[config.mk]
export PLATFORM = sky130hd
export DESIGN_NAME = multi_edge_dect_flat
export DESIGN_NICKNAME = d
export VERILOG_FILES = /design/src/rtl/multi_edge_dect_if.sv /design/src/rtl/multi_edge_dect.sv /design/src/flat_wrapper.sv
export SDC_FILE = /design/constraint.sdc
export NUM_CORES = 1
export LEC_CHECK = 0
export ABC_CLOCK_PERIOD_IN_PS = 6100
export BUFFER_PORTS_ARGS = -buffer_cell sky130_fd_sc_hd__buf_2
export CAP_MARGIN = 40
export CORE_ASPECT_RATIO = 1.1
export CORE_MARGIN = 4
export CORE_UTILIZATION = 58
export CTS_CLUSTER_SIZE = 40
export DETAILED_ROUTE_END_ITERATION = 12
export MAX_ROUTING_LAYER = met4
export PLACE_DENSITY_LB_ADDON = 0.25
export SLEW_MARGIN = 20
export SYNTH_ARGS = -nofsm -noshare
export SYNTH_HDL_FRONTEND = slang
export SYNTH_SLANG_ARGS = --single-unit
[constraint.sdc]
create_clock -name clk -period 6.1 [get_ports clk]
set_clock_uncertainty 0.05 [all_clocks]
set_input_delay 0.61 -clock clk [delete_from_list [all_inputs] [get_ports clk]]
set_output_delay 0.61 -clock clk [all_outputs]
set_load 0.02 [all_outputs]
[src/rtl/multi_edge_dect_if.sv]
// multi_edge_dect_if: channel inputs, edge pulses and event status of the edge detector
interface multi_edge_dect_if #(
  parameter int WIDTH = 4,
  parameter int CNT_W = 8
);
  logic [WIDTH-1:0]       d_in;
  logic [WIDTH-1:0]       rise_en;
  logic [WIDTH-1:0]       fall_en;
  logic [WIDTH-1:0]       clr;
  logic [WIDTH-1:0]       rise_edge;
  logic [WIDTH-1:0]       fall_edge;
  logic [WIDTH-1:0]       level;
  logic [WIDTH-1:0]       evt_sticky;
  logic [WIDTH*CNT_W-1:0] evt_cnt;
  logic                   irq;
  modport master (
    output d_in, rise_en, fall_en, clr,
    input  rise_edge, fall_edge, level, evt_sticky, evt_cnt, irq
  );
  modport slave (
    input  d_in, rise_en, fall_en, clr,
    output rise_edge, fall_edge, level, evt_sticky, evt_cnt, irq
  );
endinterface

[src/rtl/multi_edge_dect.sv]
// multi_edge_dect: per-channel synchroniser, glitch filter, edge pulses, sticky flags and saturating counters
module multi_edge_dect #(
  parameter int WIDTH       = 4,
  parameter int SYNC_STAGES = 2,
  parameter int FILT_CYCLES = 3,
  parameter int CNT_W       = 8
) (
  input logic              clk,
  input logic              rst,
  multi_edge_dect_if.slave bus
);
  localparam logic [CNT_W-1:0] CMAX = '1;
  for (genvar i = 0; i < WIDTH; i++) begin : g_ch
    logic [SYNC_STAGES-1:0] r_sync;
    logic                   w_level, w_rise, w_fall, w_evt;
    logic                   r_level_d, r_rise, r_fall, r_sticky;
    logic [CNT_W-1:0]       r_cnt;
    always_ff @(posedge clk or posedge rst)
      if (rst) r_sync <= '0;
      else     r_sync <= {r_sync[SYNC_STAGES-2:0], bus.d_in[i]};
    if (FILT_CYCLES == 0) begin : g_nof
      assign w_level = r_sync[SYNC_STAGES-1];
    end else begin : g_flt
      localparam int FW = (FILT_CYCLES > 1) ? $clog2(FILT_CYCLES) : 1;
      logic          r_level;
      logic [FW-1:0] r_flt;
      // r_flt counts prior differing samples; the FILT_CYCLES-th one flips level
      always_ff @(posedge clk or posedge rst)
        if (rst) begin
          r_level <= 1'b0;
          r_flt   <= '0;
        end else if (r_sync[SYNC_STAGES-1] == r_level) begin
          r_flt   <= '0;
        end else if (r_flt == FW'(FILT_CYCLES - 1)) begin
          r_level <= r_sync[SYNC_STAGES-1];
          r_flt   <= '0;
        end else begin
          r_flt   <= r_flt + FW'(1);
        end
      assign w_level = r_level;
    end
    assign w_rise = w_level & ~r_level_d;
    assign w_fall = ~w_level & r_level_d;
    assign w_evt  = (w_rise & bus.rise_en[i]) | (w_fall & bus.fall_en[i]);
    // a qualifying event beats a simultaneous clear, restarting the count at 1
    always_ff @(posedge clk or posedge rst)
      if (rst) begin
        r_level_d <= 1'b0;
        r_rise    <= 1'b0;
        r_fall    <= 1'b0;
        r_sticky  <= 1'b0;
        r_cnt     <= '0;
      end else begin
        r_level_d <= w_level;
        r_rise    <= w_rise;
        r_fall    <= w_fall;
        r_sticky  <= w_evt | (r_sticky & ~bus.clr[i]);
        r_cnt     <= w_evt ? (bus.clr[i] ? CNT_W'(1) : r_cnt + CNT_W'(r_cnt != CMAX))
                           : (bus.clr[i] ? '0 : r_cnt);
      end
    assign bus.level[i]                  = w_level;
    assign bus.rise_edge[i]              = r_rise;
    assign bus.fall_edge[i]              = r_fall;
    assign bus.evt_sticky[i]             = r_sticky;
    assign bus.evt_cnt[i*CNT_W +: CNT_W] = r_cnt;
  end
  assign bus.irq = |bus.evt_sticky;
endmodule

[src/flat_wrapper.sv]
// flat-port wrapper written by rule: the top's interface ports become plain ports
module multi_edge_dect_flat 
#(
  parameter int WIDTH       = 4,
  parameter int SYNC_STAGES = 2,
  parameter int FILT_CYCLES = 3,
  parameter int CNT_W       = 8
)
  (clk, rst, bus_d_in, bus_rise_en, bus_fall_en, bus_clr, bus_rise_edge, bus_fall_edge, bus_level, bus_evt_sticky, bus_evt_cnt, bus_irq);
  multi_edge_dect_if #(.WIDTH(WIDTH), .CNT_W(CNT_W)) bus_i ();
  input logic clk;
  input logic rst;
  input wire logic [$bits(bus_i.d_in)-1:0] bus_d_in;
  input wire logic [$bits(bus_i.rise_en)-1:0] bus_rise_en;
  input wire logic [$bits(bus_i.fall_en)-1:0] bus_fall_en;
  input wire logic [$bits(bus_i.clr)-1:0] bus_clr;
  output wire logic [$bits(bus_i.rise_edge)-1:0] bus_rise_edge;
  output wire logic [$bits(bus_i.fall_edge)-1:0] bus_fall_edge;
  output wire logic [$bits(bus_i.level)-1:0] bus_level;
  output wire logic [$bits(bus_i.evt_sticky)-1:0] bus_evt_sticky;
  output wire logic [$bits(bus_i.evt_cnt)-1:0] bus_evt_cnt;
  output wire logic [$bits(bus_i.irq)-1:0] bus_irq;
  assign bus_i.d_in = bus_d_in;
  assign bus_i.rise_en = bus_rise_en;
  assign bus_i.fall_en = bus_fall_en;
  assign bus_i.clr = bus_clr;
  assign bus_rise_edge = bus_i.rise_edge;
  assign bus_fall_edge = bus_i.fall_edge;
  assign bus_level = bus_i.level;
  assign bus_evt_sticky = bus_i.evt_sticky;
  assign bus_evt_cnt = bus_i.evt_cnt;
  assign bus_irq = bus_i.irq;
  multi_edge_dect #(.WIDTH(WIDTH), .SYNC_STAGES(SYNC_STAGES), .FILT_CYCLES(FILT_CYCLES), .CNT_W(CNT_W)) u_core (.clk(clk), .rst(rst), .bus(bus_i));
endmodule
==> results.md <==
* H-Tree Depth at 3
* N_diodes at 0
* Routed WL at 5490 µm
* Syn Nets at 303
* Sequential-to-total area share from yosys stat at 0.557
* FMAX at 473 MHz
* Synthesized instance count at 277
* Synth top cells by count: dfrtp_1, xnor2_1, nor2_1
* Syn. warnings at 0
* Total CTS buffers at 9
* Clk buf depth at 2
* Yosys top cell area share at 0.557
* Synth Flop Type: dfrtp_1
* RSZ-0062 raised after global routing: no
* Fin. Hold Viols at 0
* Port bufs at 66
* Die area at 0.00650 mm²
* Global route overflow at 0
* Chip height at 84.1 µm
* VDD IR-drop max at 255 µV
* Clock Latency Late Sink at 0.33 ns
* Setup TNS at 0 ns
* Die width at 77.2 µm
* Critical path fanouts, max at 3
* Critical Path RT at 5.44 ns
* Asr flop ratio synth at 1.00
* Fin crit share at 0.347
* Initial antenna violation count at 0
* # setup viols final at 0
* Synth area leader: dfrtp_1
* Netlist cell types at 29
* CP arrival at 1.46 ns
* Post-route DRC at 0
* Core Area at 0.00507 mm²
* Setup crit end kind: output port
* Critical path launch point type: flip-flop
* Crit path kind: reg -> out
* Register bit total from synthesis at 68
* Post-CTS setup buffer count at 0
* Most frequent cell after synthesis: dfrtp_1
* CTS resizes at 0
* Number of flops mapped to enable cells by yosys at 0
* Non-filler instance count after layout at 399
* Cell Pwr Density at 403 mW/mm²
* Pin slew with the least headroom to its limit at 0.392 ns
* Layout area overhead at 15.8%
* Lkg Pwr at 1.68 nW
* Reg area at 0.00170 mm²
* Gpl congestion at 0.849
* Synth area leaders: dfrtp_1, xnor2_1, buf_4
* Final worst path period need at 2.12 ns
* CTS clk-pin slew, worst paths at 0.07 ns
* # nets final at 362
* Synthesized area at 0.00306 mm²
* Max-cap check violation count at 0
* Dpl cells at 383
* DR vias at 2137
* Hpwl dp at 3940 µm
* Worst min-delay path class: in -> async
* Slew Limit Headroom at 0.739
* Layout cell share with drive strength beyond 1 at 0.287
* Hold buffer count at cts at 0
* Global-route wire length before repair at 9540 µm
* Initial DRC Count at 99
* Overall global routing resource usage at 0.187
* Slew Viols, Final at 0
* Post-DR wirelength/cell at 13.8 µm
* DRT antenna net count at 0
* Via density at 5.36
* CTS tree: built
* FP Rows at 27
* CTS root buffer: clkbuf_8
* Largest net degree at the start of global routing at 39
* Outcome: finished clean
* Clock sink count at 68
* TritonRoute pass-1 iters at 4
* Syn_area_per_cell at 11.0 µm²
* FILL cells at 388
* Initial core utilization at 0.603
* IO Pins at 67
* Multi-input gate area at 0.00119 mm²
* Vias in the first global route at 2118
[where the power goes]
part	switching (mW)	internal (mW)	total (mW)
clock	0.161	0.179	0.339
sequential	0.102	0.561	0.663
combinational	0.251	0.174	0.425
[cells in the final DEF (no fill, tap or decap), drive strengths merged]
| cell | Yosys | routed |
|---|---|---|
| or2 | 4 | 4 |
| nor2b | 11 | 11 |
| nand4 | 9 | 9 |
| a21oi | 22 | 22 |
| xnor2 | 27 | 27 |
| a21o | 2 | 2 |
| and2 | 1 | 1 |
| o31ai | 1 | 1 |
| buf | 19 | 68 |
| and2b | 1 | 1 |
| nand3 | 16 | 16 |
| ha | 8 | 8 |
| clkbuf | 1 | 12 |
| a2111oi | 1 | 1 |
| or4 | 2 | 2 |
| dfrtp | 68 | 68 |
| mux2 | 4 | 4 |
| nor3 | 5 | 5 |
| nand2b | 3 | 3 |
| nand2 | 14 | 14 |
| nor3b | 4 | 4 |
| nor2 | 25 | 25 |
| clkinvlp | 0 | 1 |
| nand3b | 8 | 8 |
| inv | 8 | 8 |
| a211oi | 10 | 10 |
| clkinv | 0 | 3 |
| o21ai | 3 | 3 |
[metrics by stage]
stage | util | setup slack, ns | power (mW) | instance area [µm²] | hold WS, ns
after floorplan | - | 3.73 | 1.03 | 3060 | 0.281
after global placement | 0.658 | 4.24 | 1.08 | 3330 | 0.281
after detailed placement | 0.661 | 4.23 | 1.10 | 3350 | 0.292
after CTS | 0.699 | 3.98 | 1.44 | 3540 | 0.296
after global routing | 0.699 | 3.95 | 1.52 | 3540 | 0.316
final | 0.699 | 3.98 | 1.43 | 3540 | 0.294
[final cells by class]
cell class | count | area share
Sequential cell | 68 | 0.481
Multi-Input combinational cell | 181 | 0.336
Timing Repair Buffer | 68 | 0.101
Clock buffer | 12 | 0.0467
Tap cell | 58 | 0.0205
Inverter | 8 | 0.00848
Clock inverter | 4 | 0.00636
[worst max-delay path, stage by stage, from the launching register on]
cell     delay, ns
dfrtp_1       0.41
or4_1         0.54
buf_2         0.18
[metal layers]
| layer | up-vias | GRT usage | part of all wire |
|---|---|---|---|
| met2 | 59 | 0.303 | 0.48 |
| met5 | - | - | 0 |
| met1 | 1010 | 0.228 | 0.45 |
| met3 | 9 | 0.0397 | 0.049 |
| met4 | 0 | 0.0761 | 0.012 |
| li1 | 1059 | - | - |
[final timing paths]
check | startpoint | end | slack, ns | cells past startpoint
max | u_core.g_ch[3].r_sticky | bus_irq | 3.98 | 2
min reg2reg | u_core.g_ch[2].r_sync[0] | u_core.g_ch[2].r_sync[1] | 0.30 | 0
min in group clk | u_core.g_ch[2].r_sync[0] | u_core.g_ch[2].r_sync[1] | 0.30 | 0
max in group asynchronous | rst | u_core.g_ch[1].r_cnt[1] | 5.18 | 4
min | rst | u_core.g_ch[3].g_flt.r_level | 0.29 | 3
max reg2reg | u_core.g_ch[1].r_cnt[3] | u_core.g_ch[1].r_cnt[2] | 4.20 | 8
[flip-flops by register name, summed over array words and instances (netlist names)]
register,flops
u_core.g_ch.r_cnt,32
u_core.g_ch.g_flt.r_flt,8
u_core.g_ch.r_sync,8
u_core.g_ch.g_flt.r_level,4
u_core.g_ch.r_fall,4
u_core.g_ch.r_level_d,4
u_core.g_ch.r_rise,4
u_core.g_ch.r_sticky,4
[cell families (layout without fill, tap and decap cells)]
group | after synthesis | count (layout) | synth area share
simple gates | 103 | 103 | 0.187
flops | 68 | 68 | 0.557
compound gates | 39 | 39 | 0.0778
buf+inv | 28 | 92 | 0.0540
xor+xnor | 27 | 27 | 0.0774
fa+ha+maj | 8 | 8 | 0.0327
mux | 4 | 4 | 0.0147
No activity file was read; power rests on OpenSTA's default activity.
